### src/rtl/io_tx_queue_pkg.sv
// Shared constants and types for the I/O transmit queue: window decode,
// port offsets, FIFO entry layout and controller states.
package io_tx_queue_pkg;

  localparam logic [1:0] IO_WIN_SEL   = 2'b11;
  localparam logic [2:0] IO_PORT_DATA = 3'h0;
  localparam logic [2:0] IO_PORT_STOP = 3'h4;
  localparam int         ENTRY_W      = 9;

  typedef enum logic [1:0] {
    ST_RUN      = 2'd0,
    ST_STOPPING = 2'd1,
    ST_HALTED   = 2'd2
  } state_t;

  // A stop entry always carries a zero data byte regardless of the bus value.
  function automatic logic [ENTRY_W-1:0] make_entry(input logic       is_stop,
                                                    input logic [7:0] data);
    return {is_stop, (is_stop ? 8'h00 : data)};
  endfunction

endpackage

### src/rtl/io_fifo_mem.sv
// DEPTH x ENTRY_W register array for the transmit queue, with a registered
// read port that clears on reset so the UART data bus starts at zero.
module io_fifo_mem
  import io_tx_queue_pkg::*;
#(
  parameter int DEPTH = 8,
  parameter int AW    = 3
) (
  input  logic               clk_in,
  input  logic               rst_in,
  input  logic               wr_en,
  input  logic [AW-1:0]      wr_ptr,
  input  logic [ENTRY_W-1:0] wr_data,
  input  logic               rd_en,
  input  logic [AW-1:0]      rd_ptr,
  output logic [ENTRY_W-1:0] rd_data
);

  logic [ENTRY_W-1:0] r_mem [DEPTH];
  logic [ENTRY_W-1:0] r_rd_data;

  always_ff @(posedge clk_in) begin
    if (wr_en) r_mem[wr_ptr] <= wr_data;
  end

  always_ff @(posedge clk_in or negedge rst_in) begin
    if (!rst_in)    r_rd_data <= '0;
    else if (rd_en) r_rd_data <= r_mem[rd_ptr];
  end

  assign rd_data = r_rd_data;

endmodule

### src/rtl/io_tx_queue.sv
// Queues CPU byte writes to the I/O window and drains them to the UART,
// turning a write to the stop port into an ordered halt. Optional counters
// are enabled with IO_TX_QUEUE_STATS_EN.
module io_tx_queue
  import io_tx_queue_pkg::*;
#(
  parameter int DEPTH = 8,
  parameter int AW    = 3
) (
  input  logic        clk_in,
  input  logic        rst_in,
  input  logic [31:0] cpu_a,
  input  logic [7:0]  cpu_dout,
  input  logic        cpu_wr,
  input  logic        io_buffer_full,
  output logic [7:0]  uart_data,
  output logic        uart_wr,
  output logic        stop_req,
  output logic        cpu_hold,
  output logic        overflow,
  output logic        halted,
`ifdef IO_TX_QUEUE_STATS_EN
  output logic [31:0] tx_count,
  output logic [31:0] hold_cycles,
`endif
  output logic [1:0]  dbg_state
);

  localparam logic [AW:0] FULL_LVL = (AW+1)'(DEPTH);
  localparam logic [AW:0] HOLD_LVL = (AW+1)'(DEPTH - 1);

  state_t             r_state, w_state_nxt;
  logic [AW:0]        r_count;
  logic [AW-1:0]      r_wr_ptr, r_rd_ptr;
  logic               r_uart_wr, r_overflow;
  logic [ENTRY_W-1:0] w_rd_data;
  logic               w_io_hit, w_push_byte, w_push_stop, w_io_rd;
  logic               w_push_req, w_full, w_push_ok, w_drop, w_pop, w_stop_fire;
  logic               w_unused_addr;

  assign w_io_hit    = (cpu_a[17:16] == IO_WIN_SEL);
  assign w_push_byte = w_io_hit & cpu_wr & (cpu_a[2] == IO_PORT_DATA[2]) & (cpu_dout != 8'h00);
  assign w_push_stop = w_io_hit & cpu_wr & (cpu_a[2] == IO_PORT_STOP[2]);
  assign w_io_rd     = w_io_hit & ~cpu_wr;
  assign w_unused_addr = ^{cpu_a[31:18], cpu_a[15:3], cpu_a[1:0]};

  assign w_push_req = w_push_byte | w_push_stop;
  assign w_full     = (r_count == FULL_LVL);
  assign w_push_ok  = (r_state == ST_RUN) & w_push_req & ~w_full;
  assign w_drop     = (r_state == ST_RUN) & w_push_req & w_full;

  // Drain handshake: io_buffer_full is the UART's not-ready; uart_wr is a
  // one-cycle write and the forced idle cycle after it hides the UART's
  // one-cycle lag in raising io_buffer_full.
  assign w_pop       = (r_count != '0) & ~io_buffer_full & ~r_uart_wr;
  assign w_stop_fire = r_uart_wr & w_rd_data[ENTRY_W-1];

  io_fifo_mem #(.DEPTH(DEPTH), .AW(AW)) u_mem (
    .clk_in  (clk_in),
    .rst_in  (rst_in),
    .wr_en   (w_push_ok),
    .wr_ptr  (r_wr_ptr),
    .wr_data (make_entry(w_push_stop, cpu_dout)),
    .rd_en   (w_pop),
    .rd_ptr  (r_rd_ptr),
    .rd_data (w_rd_data)
  );

  always_ff @(posedge clk_in or negedge rst_in) begin
    if (!rst_in) begin
      r_state    <= ST_RUN;
      r_count    <= '0;
      r_wr_ptr   <= '0;
      r_rd_ptr   <= '0;
      r_uart_wr  <= 1'b0;
      r_overflow <= 1'b0;
    end else begin
      r_state   <= w_state_nxt;
      r_uart_wr <= w_pop;
      if (w_push_ok) r_wr_ptr <= r_wr_ptr + 1'b1;
      if (w_pop)     r_rd_ptr <= r_rd_ptr + 1'b1;
      if (w_push_ok && !w_pop)      r_count <= r_count + 1'b1;
      else if (!w_push_ok && w_pop) r_count <= r_count - 1'b1;
      if (w_drop) r_overflow <= 1'b1;
    end
  end

  always_comb begin
    w_state_nxt = r_state;
    case (r_state)
      ST_RUN:      if (w_push_ok && w_push_stop) w_state_nxt = ST_STOPPING;
      ST_STOPPING: if (w_stop_fire)              w_state_nxt = ST_HALTED;
      ST_HALTED:   w_state_nxt = ST_HALTED;
      default:     w_state_nxt = ST_RUN;
    endcase
  end

  assign uart_data = w_rd_data[7:0];
  assign uart_wr   = r_uart_wr;
  assign stop_req  = w_stop_fire;
  assign overflow  = r_overflow;
  assign halted    = (r_state == ST_HALTED);
  assign dbg_state = r_state;
  assign cpu_hold  = (r_count >= HOLD_LVL) | (w_io_rd & (r_count != '0)) |
                     halted | (r_state == ST_STOPPING);

`ifdef IO_TX_QUEUE_STATS_EN
  logic [31:0] r_tx_count, r_hold_cycles;

  always_ff @(posedge clk_in or negedge rst_in) begin
    if (!rst_in) begin
      r_tx_count    <= '0;
      r_hold_cycles <= '0;
    end else begin
      if (r_uart_wr && (r_tx_count != '1)) r_tx_count <= r_tx_count + 1'b1;
      if (cpu_hold && !halted && (r_hold_cycles != '1)) r_hold_cycles <= r_hold_cycles + 1'b1;
    end
  end

  assign tx_count    = r_tx_count;
  assign hold_cycles = r_hold_cycles;
`else
  // Statistics counters are not built in this configuration.
`endif

endmodule

### config.mk
export PLATFORM = sky130hd
export DESIGN_NAME = io_tx_queue
export DESIGN_NICKNAME = d
export VERILOG_FILES = /design/src/rtl/io_tx_queue_pkg.sv /design/src/rtl/io_fifo_mem.sv /design/src/rtl/io_tx_queue.sv
export SDC_FILE = /design/constraint.sdc
export NUM_CORES = 1
export LEC_CHECK = 0
export CAP_MARGIN = 20
export CELL_PAD_IN_SITES_DETAIL_PLACEMENT = 1
export CELL_PAD_IN_SITES_GLOBAL_PLACEMENT = 1
export CORE_MARGIN = 4
export CORE_UTILIZATION = 45
export DETAILED_ROUTE_END_ITERATION = 7
export PLACE_DENSITY_LB_ADDON = 0.3
export SETUP_SLACK_MARGIN = 0.4
export SYNTH_ARGS = -nofsm -noshare
export SYNTH_HDL_FRONTEND = slang
export SYNTH_HIERARCHICAL = 1
export SYNTH_SLANG_ARGS = --single-unit
### constraint.sdc
create_clock -name clk_in -period 4.98 [get_ports clk_in]
set_input_delay 1.494 -clock clk_in [delete_from_list [all_inputs] [get_ports clk_in]]
set_output_delay 1.494 -clock clk_in [all_outputs]
set_load 0.005 [all_outputs]
# Yosys cells after proc, flatten, opt, wreduce, memory -nomap -nowiden
# Memory sizes are Yosys's and may differ from the RTL's. A register that Yosys moved wholly into a read port is not among the register bits.
# Cells that the tools add are included.
# word_totals
output_inout_bits	15
mem_bits_rw	72
mem_count	1
regBits	14
# mem_list
memory	depth	width	read_ports	rd_ports_with_merged_regs	wr	line_no	rtl
u_mem.r_mem	8	9	1	1	1	io_fifo_mem.sv:19	logic [ENTRY_W-1:0] r_mem [DEPTH];
# classes
n_mux	8
n_bitwise	21
eq_ne	6
add_sub_neg	4
n_lt_le_gt_ge	1
n_reduce_logical	11
# ops
op	n
$and A1 B1 Y1	12
$mux W4	2
$mux W8	1
$reduce_bool A8 Y1	1
$add A3 B1 Y3 const B	2
$pmux W2 S3	1
$not A1 Y1	5
$add A4 B1 Y4 const B	1
$eq A2 B2 Y1 const B	2
$eq A4 B4 Y1 const B	1
$ge A4 B3 Y1 const B	1
$mux W2	2
$or A1 B1 Y1	4
$reduce_bool A4 Y1	1
$sub A4 B1 Y4 const B	1
$logic_and A1 B1 Y1	3
$logic_not A1 Y1	3
$eq A2 B1 Y1 const B	1
$logic_not A2 Y1	1
$mux W1	2
$ne A2 B1 Y1 const B	1
$ne A2 B2 Y1 const B	1
$reduce_and A2 Y1	1
$reduce_bool A2 Y1	1

# Longest topological paths before layout
# depth
depth_word	11
mapped_depth	12

# Hierarchy
# The synthesis kept the hierarchy.
# by_module_without_submodules
module	area_per_inst_um2	cells_per_inst	n_inst	seq_area_each_um2
io_fifo_mem	3256.9	188	1	2387.3
io_tx_queue	940.9	94	1	350.3

# Worst setup path before layout
# Ideal clock, no wire load.
# synth_path
path_type	input to register
startpoint	in cpu_dout[1]
endpoint	reg r_count[3]
cell_stages	10
t_arrival_ns	3.334
slack_ns	1.510
t_required_ns	4.844
path_cell_list	nor4_1 -> nand3_1 -> nand3_2 -> inv_1 -> ha_1 -> inv_1 -> ha_1 -> a21o_1 -> a2111oi_0 -> o31ai_1
# synth_via
elab_chain_len	8
elab_cells_between_ends	10
# synth_lines
item	line_no	rtl
from (decl)	io_tx_queue.sv:13	input logic [7:0] cpu_dout,
$reduce_bool A8 Y1 (*)	io_tx_queue.sv:42	assign w_push_byte = w_io_hit & cpu_wr & (cpu_a[2] == IO_PORT_DATA[2]) & (cpu_dout != 8'h00);
$and A1 B1 Y1 (*)	io_tx_queue.sv:42	
$or A1 B1 Y1 (*)	io_tx_queue.sv:47	assign w_push_req = w_push_byte | w_push_stop;
$and A1 B1 Y1 (*) (2 in series)	io_tx_queue.sv:49	assign w_push_ok = (r_state == ST_RUN) & w_push_req & ~w_full;
named net w_push_ok	io_tx_queue.sv:38	logic w_push_req, w_full, w_push_ok, w_drop, w_pop, w_stop_fire;
$logic_not A1 Y1	io_tx_queue.sv:83	else if (!w_push_ok && w_pop) r_count <= r_count - 1'b1;
$logic_and A1 B1 Y1	io_tx_queue.sv:83	
$reduce_bool A2 Y1 (no line)	n/a	
to (signal assigned)	io_tx_queue.sv:82	if (w_push_ok && !w_pop) r_count <= r_count + 1'b1;
to (signal assigned)	io_tx_queue.sv:83	
to (decl)	io_tx_queue.sv:33	logic [AW:0] r_count;
# Mark *: on every way through the listed nets, which the timed path passes. The rest lies on a longest branch.
# A chain may end at the register's enable or synchronous reset.

# Final worst setup path
# layout_path
startpoint	in cpu_a[17]
endpoint	out cpu_hold
# layout_via
elab_chain_len	6
# layout_lines
item	line_no	rtl
from (decl)	io_tx_queue.sv:12	input logic [31:0] cpu_a,
$eq A2 B2 Y1	io_tx_queue.sv:41	assign w_io_hit = (cpu_a[17:16] == IO_WIN_SEL);
$and A1 B1 Y1	io_tx_queue.sv:44	assign w_io_rd = w_io_hit & ~cpu_wr;
$and A1 B1 Y1	io_tx_queue.sv:104	assign cpu_hold = (r_count >= HOLD_LVL) | (w_io_rd & (r_count != '0)) |
$or A1 B1 Y1 (2 in series)	io_tx_queue.sv:104	
$or A1 B1 Y1	io_tx_queue.sv:105	halted | (r_state == ST_STOPPING);
to (decl)	io_tx_queue.sv:19	output logic cpu_hold,
# Every way passes these cells.

==> key figures <==
STA
  – Max-slew violations: 0
  – Worst slew pin tran: 0.9601 ns
  – Fin crit period: 4.482 ns
  – Fin. Hold Viols: 0
  – Setup ws final: 0.4983 ns
  – Setup TNS: 0 ns
  – Final setup viols: 0
  – Final worst path period share: 0.8999
  – Worst clock skew: 0.01185 ns
  – RSZ-0062 raised after global routing: no
  – Relative slew margins: 0.3576
  – Fmax: 223.1 MHz

Clocking
  – CTS root buf: clkbuf_8
  – Post-CTS Setup Inserts: 0
  – Clk_lat worst skew: 0.36 ns
  – CTS tree: done
  – Worst-path clk slew: 0.09 ns
  – Hold buffer count at cts: 0
  – CTS Sinks: 95
  – CTS buffer count: 9
  – H-tree levels: 3
  – Max Root-Sink Buffers: 2
  – Post-CTS Resized: 0

Logic synthesis
  – Ys flop type: edfxtp_1
  – Syn_nets: 336
  – Compound-Gate Fraction of Synth Area: 0.08227
  – Cell variety after synth: 40
  – Area share of and/or/nand/nor cells after synthesis: 0.1174
  – Mux cell area share after synthesis: 0.07213
  – Mapped Cells: 282
  – Post-synth EDFFs: 72
  – Seq cells post-synth: 95
  – Mean post-synth cell area: 14.89 sq um
  – Yosys top cell area share: 0.5151
  – Adder-cell share of the synthesized area: 0.03159
  – Post-Syn Area: 4198 sq um
  – Synth area leader: edfxtp_1
  – Seq/Total Area, Yosys: 0.6522
  – Async SR Flop Fraction: 0.2421
  – Warnings from Yosys: 6
  – Top cells by area, synth: edfxtp_1, dfrtp_1, mux2i_1, ha_1, a41o_1
  – Largest family of logic cells by synthesized area: simple AND/OR/NAND/NOR gates
  – Post-Synth XOR/XNOR Area: 0.01252
  – Most frequent cells after synthesis: edfxtp_1, mux2i_1, dfrtp_1
  – Top-count cell post-synth: edfxtp_1

Layout
  – Fin cells: 429
  – Layout cells sized above 1: 0.1215
  – Ant diodes: 0
  – Final Util: 0.5349
  – Area growth from synthesis to layout: 13.29%
  – Post-route cell area: 4756 sq um
  – Net count, final: 370
  – FILL cells: 853

Floorplanning
  – Core area: 8891 sq um
  – Initial Utilization: 0.4721
  – Die Footprint: 10940 sq um
  – Die Span X: 104.6 um
  – Top Ports: 59
  – Rows: 34
  – Die Height: 104.6 um

GRT
  – Grt total ovfl: 0
  – First-pass GRT wire length: 14140 um
  – Initial antenna violation count: 0
  – Largest net degree at the start of global routing: 48
  – Vias in the first global route: 2579
  – Gr usage total: 0.1695

Routing
  – Via count: 2386
  – WL/cell: 20.83 um
  – DRT Pass-1 Iters: 4
  – Vias/cell: 5.562
  – Routed WL: 8936 um
  – Iteration-0 DRC count of the detailed router: 94
  – Post-route DRC violation count: 0
  – Post-route ant nets: 0

Critical path
  – Worst path bufs/invs: 2
  – Largest delay share family, worst path: buffers and inverters
  – Critical path cell sequence: clkdlybuf4s50_1, nand2_1, nor2_1, a21oi_1, o21ai_0, clkdlybuf4s50_1
  – Crit path max fanout: 3
  – CP required: 3.49 ns
  – R2r setup slk: 2.00 ns
  – CP peak stage delay: 0.52 ns
  – WS Path Type: in2out
  – Critical Path End: cpu_hold
  – CP Launch Type: input pin
  – Crit. path cell count: 6
  – Critical path's slowest cell: clkdlybuf4s50_1
  – Most used cell, CP: clkdlybuf4s50_1
  – R2R Path End: r_count[3]
  – Arr. time, crit path: 2.99 ns
  – Crit. End Element: output pin
  – Crit path from: cpu_a[17]
  – Register-to-Register Path Depth: 11
  – Worst r2r src: dbg_state[1]

Placed design
  – Post-Place Worst Slack: 0.5033 ns
  – GPL Wtd Cong: 0.7399
  – HPWL Detailed: 5973 um
  – Port Buffers: 29
  – Placed cells: 412
  – Area post-placement: 4547 sq um

Job
  – Max cap viols: 0

Power
  – Pleak: 1.776 nW
  – Net switching power: 0.0008186 W
  – Internal power: 0.001644 W
  – Reg power frac: 0.455
  – Pwr Density: 517.9 nW/um^2
  – Sw frac: 0.3324
  – Clock Power Share: 0.203
  – Gate power share: 0.342
  – Maximum vdd ir drop: 0.2429 mV

Run status
  – Outcome: complete, no violations

Min path
  – Hold Path Class: reg2reg
==> worst min-delay path by stage <==
stage / startpoint / endpoint / slack [ns] / cells after the start
5_1_grt: overflow / overflow / 0.51 / 1
3_3_place_gp: overflow / overflow / 0.46 / 1
3_5_place_dp: overflow / overflow / 0.46 / 1
4_1_cts: overflow / overflow / 0.49 / 1
6_report: overflow / overflow / 0.48 / 1
2_1_floorplan: r_wr_ptr[2] / r_wr_ptr[2] / 0.46 / 1
==> power by group through the flow <==
stage / registers [W] / logic, W / clock network [W]
2_1_floorplan: 0.00106 / 0.000667 / 0
5_1_grt: 0.00114 / 0.000931 / 0.000549
3_5_place_dp: 0.00118 / 0.000796 / 0
4_1_cts: 0.00116 / 0.000802 / 0.000518
3_3_place_gp: 0.00118 / 0.000768 / 0
6_report: 0.00112 / 0.000842 / 0.000500
==> state kept, by name, summed over array words and instances (netlist names) <==
register       cells
u_mem/rd_data      9
dbg_state          2
r_count            4
uart_wr            1
r_wr_ptr           3
r_rd_ptr           3
u_mem/r_mem       72
overflow           1
==> layer usage <==
metal | track usage | vias up | wire length [um] | share of wire
met5 | 0 | - | 0 | 0
met4 | 0.08247 | 0 | 330 | 0.037
met3 | 0.03637 | 19 | 236 | 0.026
met2 | 0.2851 | 47 | 4449 | 0.50
met1 | 0.2090 | 1190 | 3920 | 0.44
li1 | - | 1130 | - | -
==> area by class of cell <==
cell class	instances	area, sq um	share of cell area
clock buffers	10	127.6	0.02683
clock inverters	6	61.31	0.01289
inverters	7	26.28	0.005525
multi-input cells	169	1326	0.2789
flip-flops and latches	95	2739	0.5759
well taps	108	135.1	0.02841
repair buffers	34	340.3	0.07156
==> logic make-up after synthesis <==
group,Yosys count
xor gates and xnor gates,6
adders and majority gates,10
DFF,95
AOI/OAI and AO/OA,40
buffers and inverters,18
and+or+nand+nor,83
muxes,30
==> worst register-to-register path, delay by kind of cell (launching register included) <==
family                   cells  cell delay (ns)
adder cells (fa/ha/maj)      3             0.76
AO/OA/AOI/OAI                3             0.78
buffers and inverters        3             0.45
flip-flops                   1             0.43
AND/OR/NAND/NOR              2             0.45
==> placed cells by master, fill, tap and decap left out, types with 4 or more instances in the layout <==
master	Yosys	routed
edfxtp_1	72	72
nor2_1	10	10
inv_1	7	7
mux2i_1	28	28
nor2b_1	12	12
and2b_4	7	7
dfrtp_1	23	22
a211o_1	9	9
nand2b_1	5	5
nor3_1	7	7
buf_4	1	4
clkdlybuf4s50_1	0	29
ha_1	9	9
a22oi_1	9	9
nand3_1	12	12
xnor2_1	6	6
a41o_1	9	9
nand2_1	12	12
and2_1	9	9
clkbuf_8	0	9
==> per-stage QoR <==
stage,power [W],hold slack [ns]
floorplan,0.001728,0.4580
global placement,0.001944,0.4566
detailed placement,0.001978,0.4613
CTS,0.002485,0.4861
global route,0.002624,0.5125
finish,0.002463,0.4844
Note: power is estimated with default switching activity, not from simulation.
